**src/rtl/reset_req_gen.sv**
```systemverilog
// Watchdog reset requester: countdown, fixed-width reset pulse to an async reset
// controller, then checks that the controller's synchronous reset rose and fell.
module reset_req_gen #(
    parameter int unsigned CNT_W        = 16,
    parameter int unsigned PULSE_CYCLES = 4,
    parameter int unsigned ACK_TIMEOUT  = 8,
    parameter int unsigned MAX_RETRY    = 3
) (
    input  logic             clk,
    input  logic             rst_n,
    input  logic             enable,
    input  logic             kick,
    input  logic             force_req,
    input  logic [CNT_W-1:0] timeout_load,
    input  logic             reset_ack,
    output logic             reset_req,
    output logic             busy,
    output logic             fault,
    output logic [1:0]       retry_cnt
);

    localparam int unsigned PC_W = $clog2(PULSE_CYCLES + 1);
    localparam int unsigned AC_W = $clog2(ACK_TIMEOUT + 1);

    typedef enum logic [2:0] {
        S_IDLE,
        S_ARMED,
        S_ASSERT,
        S_WAIT_ACK,
        S_WAIT_REL,
        S_FAULT
    } state_t;

    state_t           state_q, state_d;
    logic [CNT_W-1:0] cnt_q, cnt_d;
    logic [PC_W-1:0]  pulse_q, pulse_d;
    logic [AC_W-1:0]  ackc_q, ackc_d;
    logic             ack_seen_q, ack_seen_d;
    logic [1:0]       retry_q, retry_d;
    logic             req_q, req_d;
    logic             busy_q, busy_d;
    logic             fault_q, fault_d;
    logic             start_pulse;
    logic [CNT_W-1:0] load_val;

    assign load_val = (timeout_load == '0) ? CNT_W'(1) : timeout_load;

    always_ff @(posedge clk or negedge rst_n) begin
        if (!rst_n) begin
            state_q    <= S_IDLE;
            cnt_q      <= '0;
            pulse_q    <= '0;
            ackc_q     <= '0;
            ack_seen_q <= 1'b0;
            retry_q    <= '0;
            req_q      <= 1'b0;
            busy_q     <= 1'b0;
            fault_q    <= 1'b0;
        end else begin
            state_q    <= state_d;
            cnt_q      <= cnt_d;
            pulse_q    <= pulse_d;
            ackc_q     <= ackc_d;
            ack_seen_q <= ack_seen_d;
            retry_q    <= retry_d;
            req_q      <= req_d;
            busy_q     <= busy_d;
            fault_q    <= fault_d;
        end
    end

    always_comb begin
        state_d     = state_q;
        cnt_d       = cnt_q;
        pulse_d     = pulse_q;
        ackc_d      = ackc_q;
        ack_seen_d  = ack_seen_q;
        retry_d     = retry_q;
        start_pulse = 1'b0;

        unique case (state_q)
            S_IDLE: begin
                if (force_req) begin
                    start_pulse = 1'b1;
                end else if (enable) begin
                    state_d = S_ARMED;
                    cnt_d   = load_val;
                end
            end
            S_ARMED: begin
                if (force_req) begin
                    start_pulse = 1'b1;
                end else if (!enable) begin
                    state_d = S_IDLE;
                end else if (kick) begin
                    cnt_d = load_val;
                end else if (cnt_q <= CNT_W'(1)) begin
                    cnt_d       = '0;
                    start_pulse = 1'b1;
                end else begin
                    cnt_d = cnt_q - CNT_W'(1);
                end
            end
            S_ASSERT: begin
                ack_seen_d = ack_seen_q | reset_ack;
                if (pulse_q == PC_W'(PULSE_CYCLES - 1)) begin
                    state_d = S_WAIT_ACK;
                    ackc_d  = '0;
                end else begin
                    pulse_d = pulse_q + PC_W'(1);
                end
            end
            S_WAIT_ACK: begin
                ack_seen_d = ack_seen_q | reset_ack;
                if (ack_seen_q || reset_ack) begin
                    state_d = S_WAIT_REL;
                end else if (ackc_q == AC_W'(ACK_TIMEOUT - 1)) begin
                    if (retry_q < 2'(MAX_RETRY)) begin
                        retry_d     = retry_q + 2'd1;
                        start_pulse = 1'b1;
                    end else begin
                        state_d = S_FAULT;
                    end
                end else begin
                    ackc_d = ackc_q + AC_W'(1);
                end
            end
            S_WAIT_REL: begin
                if (!reset_ack) begin
                    retry_d = '0;
                    if (enable) begin
                        state_d = S_ARMED;
                        cnt_d   = load_val;
                    end else begin
                        state_d = S_IDLE;
                    end
                end
            end
            S_FAULT: begin
                if (!enable) begin
                    state_d = S_IDLE;
                    retry_d = '0;
                end
            end
            default: state_d = S_IDLE;
        endcase

        // Every route into ASSERT restarts the pulse width and forgets earlier acks.
        if (start_pulse) begin
            state_d    = S_ASSERT;
            pulse_d    = '0;
            ack_seen_d = 1'b0;
        end

        req_d   = (state_d == S_ASSERT);
        busy_d  = (state_d == S_ASSERT) || (state_d == S_WAIT_ACK) || (state_d == S_WAIT_REL);
        fault_d = (state_d == S_FAULT);
    end

    assign reset_req = req_q;
    assign busy      = busy_q;
    assign fault     = fault_q;
    assign retry_cnt = retry_q;

endmodule

```
**config.mk**
```make
export PLATFORM = sky130hd
export DESIGN_NAME = reset_req_gen
export DESIGN_NICKNAME = d
export VERILOG_FILES = /design/src/rtl/reset_req_gen.sv
export SDC_FILE = /design/constraint.sdc
export NUM_CORES = 1
export LEC_CHECK = 0
export CORE_UTILIZATION = 45
export DETAILED_ROUTE_END_ITERATION = 10
export GPL_TIMING_DRIVEN = 0
export PLACE_DENSITY = 0.75
export SLEW_MARGIN = 20
export SYNTH_ARGS = -nofsm -noshare
export SYNTH_HDL_FRONTEND = slang
export SYNTH_SLANG_ARGS = --single-unit
```
**constraint.sdc**
```tcl
create_clock -name clk -period 2.7 [get_ports clk]
set_clock_uncertainty 0.05 [all_clocks]
set_input_delay 0.54 -clock clk [delete_from_list [all_inputs] [get_ports clk]]
set_output_delay 0.54 -clock clk [all_outputs]
set_load 0.03 [all_outputs]
```
# --- Word-level counts from Yosys, hierarchy flattened ---
# Index checks and enable logic that the tools add are counted.
word_totals:
  in_bits: 22
  ff_bits: 32
classes:
  n_mux: 45
  reduce_logical: 15
  eq_ne: 22
  bitwise_logic: 1
  add_sub_neg: 4
  magnitude_cmp: 2
ops:
  columns: ["operator", "count"]
  rows:
  - ["16-bit two-way mux", 8]
  - ["16-bit case mux with 3 select lines", 1]
  - ["3-bit two-way mux", 13]
  - ["2-bit != test (second input constant)", 11]
  - ["3-bit case mux with 6 select lines", 1]
  - ["16-bit by 1-bit less-or-equal comparator with 1-bit output (second input constant)", 1]
  - ["16-bit zero test", 1]
  - ["16-bit by 1-bit subtractor with 16-bit output (second input constant)", 1]
  - ["3-bit by 2-bit equality test with 1-bit output (second input constant)", 5]
  - ["3-bit equality test (second input constant)", 4]
  - ["4-bit two-way mux", 3]
  - ["1-bit two-way mux", 11]
  - ["2-bit two-way mux", 5]
  - ["4-bit case mux with 2 select lines", 1]
  - ["2-bit case mux with 3 select lines", 1]
  - ["6-bit AND reduction", 1]
  - ["2-bit nonzero test", 3]
  - ["3-bit nonzero test", 2]
  - ["5-bit AND reduction", 1]
  - ["4-bit by 1-bit adder with 4-bit output (second input constant)", 1]
  - ["4-bit by 3-bit equality test with 1-bit output (second input constant)", 1]
  - ["4-bit AND reduction", 1]
  - ["3-bit by 1-bit adder with 3-bit output (second input constant)", 1]
  - ["3-bit by 1-bit equality test with 1-bit output (second input constant)", 1]
  - ["other kinds (8)", 10]

# --- Longest topological paths before layout ---
# Gate-level depths: netlist of run 1.
logic_depth:
  word_depth: 10
  ltp_mapped: 8
  ltp_nobuf: 7

# --- Worst setup path before layout of run 1 ---
# Ideal clock, no wire load.
synth_path:
  path_kind: "flip-flop to flip-flop"
  from: "reg cnt_q[12]"
  to: "reg cnt_q[9]"
  path_buffers: 1
  required_ns: 2.519
  synth_period_minus_slack_ns: 1.995
  stages_incl_launch_ff: 7
  setup_time_ns: 0.131
  setup_slack_ns: 0.705
  arrival_ns: 1.815
  path_cell_list: "dfrtp_1 or4_4 nor4b_4 a21oi_2 buf_2 a22oi_1 nand3_1"
synth_between:
  elab_chain_cells: 6
synth_rtl:
  columns: ["element", "line_no", "rtl"]
  rows:
  - ["start, declared", "35", "logic [CNT_W-1:0] cnt_q, cnt_d;"]
  - ["start signal, assigned", "61", "cnt_q <= cnt_d;"]
  - ["16-bit by 1-bit less-or-equal comparator with 1-bit output", "97", "end else if (cnt_q <= CNT_W'(1)) begin"]
  - ["16-bit two-way mux", "97", null]
  - ["16-bit two-way mux", "95", "end else if (kick) begin"]
  - ["16-bit two-way mux", "93", "end else if (!enable) begin"]
  - ["16-bit two-way mux", "91", "if (force_req) begin"]
  - ["16-bit case mux with 3 select lines", "81", "unique case (state_q)"]
# Every way passes these cells. The select of a mux whose other input is x is not followed.
# A chain may end at the register's enable or synchronous reset.

# --- Worst setup path in the final report of run 1 ---
layout_path:
  from: "in reset_ack"
  to: "reg ackc_q[2]"
layout_between:
  elab_chain_cells: 3
layout_rtl:
  columns: ["element", "line_no", "rtl"]
  rows:
  - ["start, declared", "15", "input logic reset_ack,"]
  - ["1-bit logical OR", "115", "if (ack_seen_q || reset_ack) begin"]
  - ["2-bit != test (no line)", null, null]
  - ["4-bit AND reduction (no line)", null, null]
  - ["end signal, assigned", "63", "ackc_q <= ackc_d;"]
  - ["end, declared", "37", "logic [AC_W-1:0] ackc_q, ackc_d;"]
# Every way passes these cells.

==> metrics.md, run 1 <==
| Metric | Value |
|---|---|
| Critical path class | in2reg |
| Layout cells sized above 1 | about a tenth |
| # setup viols final | 0 |
| CP Max Fanout | 6 |
| Pin count of the biggest net entering global routing | 32 |
| Rel. slew slack | between 50 and 60% |
| Cell Area, Placed | 2340 um^2 |
| Commonest non-fill, non-tap cell in the layout | dfrtp_1 |
| # rows | 23 |
| Horiz. Die Dim | 68.6 um |
| Synth Area in Simple Gates | 24.0% |
| Longest Clk Path Bufs | 2 |
| Clock root buffer | clkbuf_8 |
| IO Pins | 27 |
| Pwr dens | 1020 nW/um^2 |
| Worst EP arrival | 2.67 ns |
| Register bit total from synthesis | 32 |
| Antenna cell count | 0 |
| Final hold slack | roughly 0.48 ns |
| Initial Utilization | 48.2% |
| Slew Limit Fails | 0 |
| Status | finished, final reports clean |
| Mapped Area | around 2000 um^2 |
| DR vias | about 1,900 |
| Distinct cells, synth | 58 |
| RSZ-0062 raised after global routing | no |
| RePlAce Congestion | between 0.8 and 0.9 |
| Synth Flop Type | dfrtp_1 |
| Hpwl dp | ~3400 um |
| P&R area growth vs syn | 24.0% |
| Die Ht | 68.6 um |
| Main combinational cell family by area after synthesis | compound AO/OA/AOI/OAI gates |
| Final cell count without fillers | approximately 310 |
| Hold Fails Final Rpt | 0 |
| Utilization after layout | approximately 60% |
| Final total power | 2.53 mW |
| Required @ worst endpoint | about 2.9 ns |
| Peak VDD IR | about 0.52 mV |
| Synth Warn # | 0 |
| TritonCTS clock tree | done |
| TritonCTS buffer count | 5 |
| Minimum clock period | around 2.5 ns |
| Sequential share of the synthesized area | roughly two fifths |
| Worst skew pair latency | slightly below 0.3 ns |
| First-pass GRT wire length | 7910 um |
| Adder-Cell Fraction of Synth Area | under 10% |
| Number of port buffers | 26 |
| Post-synth net total | around 250 |
| Max frequency | roughly 400 MHz |
| CTS clk-pin slew, worst paths | roughly 0.07 ns |
| Placed Cells | just under 300 |
| Leak Pwr | 1.03 nW |
| Core Footprint | 4140 um^2 |
| Most frequent cells in the layout | dfrtp_1, clkdlybuf4s50_1, nor2_1 |
| R2r setup slk | 0.35 ns |
| Pin slew with the least headroom to its limit | 0.631 ns |
| Drt total wl | 4950 um |
| Compound-cell area share of the yosys netlist | between 20% and 30% |
| Vias in the first global route | between 1,500 and 2,000 |
| Tot GR Track Use | approximately a quarter |
| XOR/XNOR Fraction of Synth Area | 0.438% |
| Startpoint Class | input pin |
| Post-route DRC | 0 |
| Max-cap violations | 0 |
| Initial antenna violation count | 0 |
| Cells after Synth | between 200 and 250 |
| EDFF count, synth | 0 |
| Die area | 4710 um^2 |
| Clock Sinks | 32 |
| Htree depth | 2 |
| Critical Path Sink Type | flip-flop |
| Hold Crit Class | reg2reg |
| Nets | 283 |
| Final global-route overflow total | 0 |
| Final Cycle Share | 92.6% |
| WL/cell | between 15 and 20 um |
| Fraction of synthesized area in multiplexers | under 10% |
| Vias per cell | slightly above 6 |
| DR iter-0 viols | around 140 |
| Final instance area | 2480 um^2 |
| Post-synth ARST share | 100% |
| Post-route ant nets | 0 |
| Avg Cell Area, Syn | between 9 and 10 um^2 |
| DRT Pass-1 Iters | 4 |
## stage by stage
stage	setup TNS [ns]	setup slack [ns]
2_1_floorplan	0	0.705
6_report	0	0.200
5_1_grt	0	0.0956
4_1_cts	0	0.152
3_5_place_dp	-0.0242	-0.0242
3_3_place_gp	-0.0308	-0.0308
## final timing paths
check                                              to  cells after the start             startpoint
min in group asynchronous       cnt_q[12]$_DFFE_PN0P_                      2                  rst_n
max in group asynchronous       cnt_q[15]$_DFFE_PN0P_                      3                  rst_n
worst max register to register  cnt_q[12]$_DFFE_PN0P_                      7   cnt_q[0]$_DFFE_PN0P_
worst min register to register  cnt_q[10]$_DFFE_PN0P_                      2  cnt_q[10]$_DFFE_PN0P_
worst max-delay path            ackc_q[2]$_DFFE_PN0P_                      6              reset_ack
worst min-delay path            cnt_q[10]$_DFFE_PN0P_                      2  cnt_q[10]$_DFFE_PN0P_
## synthesized netlist by cell type (all sizes together) (2+ instances only)
library cell | instances | share of area (%)
o21bai | 2 | 0.75
inv | 11 | 2.1
nor2b | 3 | 0.94
a21oi | 13 | 3.4
o41ai | 3 | 1.3
buf | 4 | 1.1
a22oi | 7 | 2.6
nor4b | 3 | 2.1
nand4 | 2 | 0.63
o22ai | 4 | 1.3
nor4 | 8 | 2.8
nor2 | 21 | 4.1
o211ai | 6 | 2.3
o2bb2ai | 4 | 1.8
nand3 | 2 | 0.50
or3b | 2 | 0.88
a32oi | 4 | 1.8
o31ai | 3 | 1.1
dfrtp | 32 | 40
mux2 | 2 | 1.1
nand2b | 4 | 1.3
o21ai | 10 | 2.5
mux2i | 2 | 1.0
nand3b | 3 | 1.1
nand2 | 17 | 3.2
nor3 | 6 | 1.5
nor3b | 3 | 1.1
or2 | 2 | 0.63
clkbuf | 8 | 1.6
ha | 6 | 3.8
a21boi | 2 | 0.75
or4 | 3 | 1.3
## critical path, stage by stage
cell	delay (ns)
clkdlybuf4s50_1	0.51
or2_2	0.36
o2111ai_1	0.38
nand2_1	0.23
or4_1	0.50
a21boi_1	0.15
## routing by layer
| metal | track usage, % | share of wire, % | vias to the layer above |
|---|---|---|---|
| met2 | 34.6 | 45 | 74 |
| met3 | 5.26 | 5.7 | 12 |
| li1 | - | - | 901 |
| met5 | 0 | 0 | - |
| met1 | 32.2 | 47 | 878 |
| met4 | 10.4 | 2.3 | 0 |
## power by group
group | leakage, nW | internal (mW) | switching [mW] | total, mW
Sequential | 0.398 | 0.695 | 0.194 | 0.889
Clock | 0.0645 | 0.326 | 0.181 | 0.506
Combinational | 0.565 | 0.484 | 0.652 | 1.14
## flip-flops by register name (all words and copies together) (netlist names), 2 cells and up
| register | count |
|---|---|
| cnt_q | 16 |
| ackc_q | 4 |
| pulse_q | 3 |
| state_q | 3 |
| retry_cnt | 2 |
## cell families (layout without fill, tap and decap cells)
family | Yosys count | count (layout)
fa+ha+maj | 6 | 6
simple gates | 84 | 84
flops | 32 | 32
compound gates | 70 | 70
xor+xnor | 1 | 1
buf+inv | 23 | 59
mux | 4 | 4
## layout make-up
| class | instances | area [um^2] |
|---|---|---|
| buffer | 12 | 53.8 |
| clock buffer | 7 | 96.3 |
| clock inverter | 1 | 30.0 |
| fill | 372 | 1670 |
| inverter | 11 | 41.3 |
| multi-input combinational | 165 | 1110 |
| sequential | 32 | 801 |
| tap | 50 | 62.6 |
| timing repair buffer | 28 | 285 |
## timing repair
item | 4_1_cts | 5_1_grt
gates resized for setup | 0 | 1
buffers inserted | 0 | 0
hold buffers | 1 | 0
hold endpoints to repair | 1 | 0
endpoints found under the setup margin | 0 | 3
(Power assumes the default switching activity.)
==> run 2: changes to the inputs <==
- CTS_CLUSTER_DIAMETER: unset -> 120
==> results of run 2 <==
Final layout, timing and power as in run 1 (identical DEF).
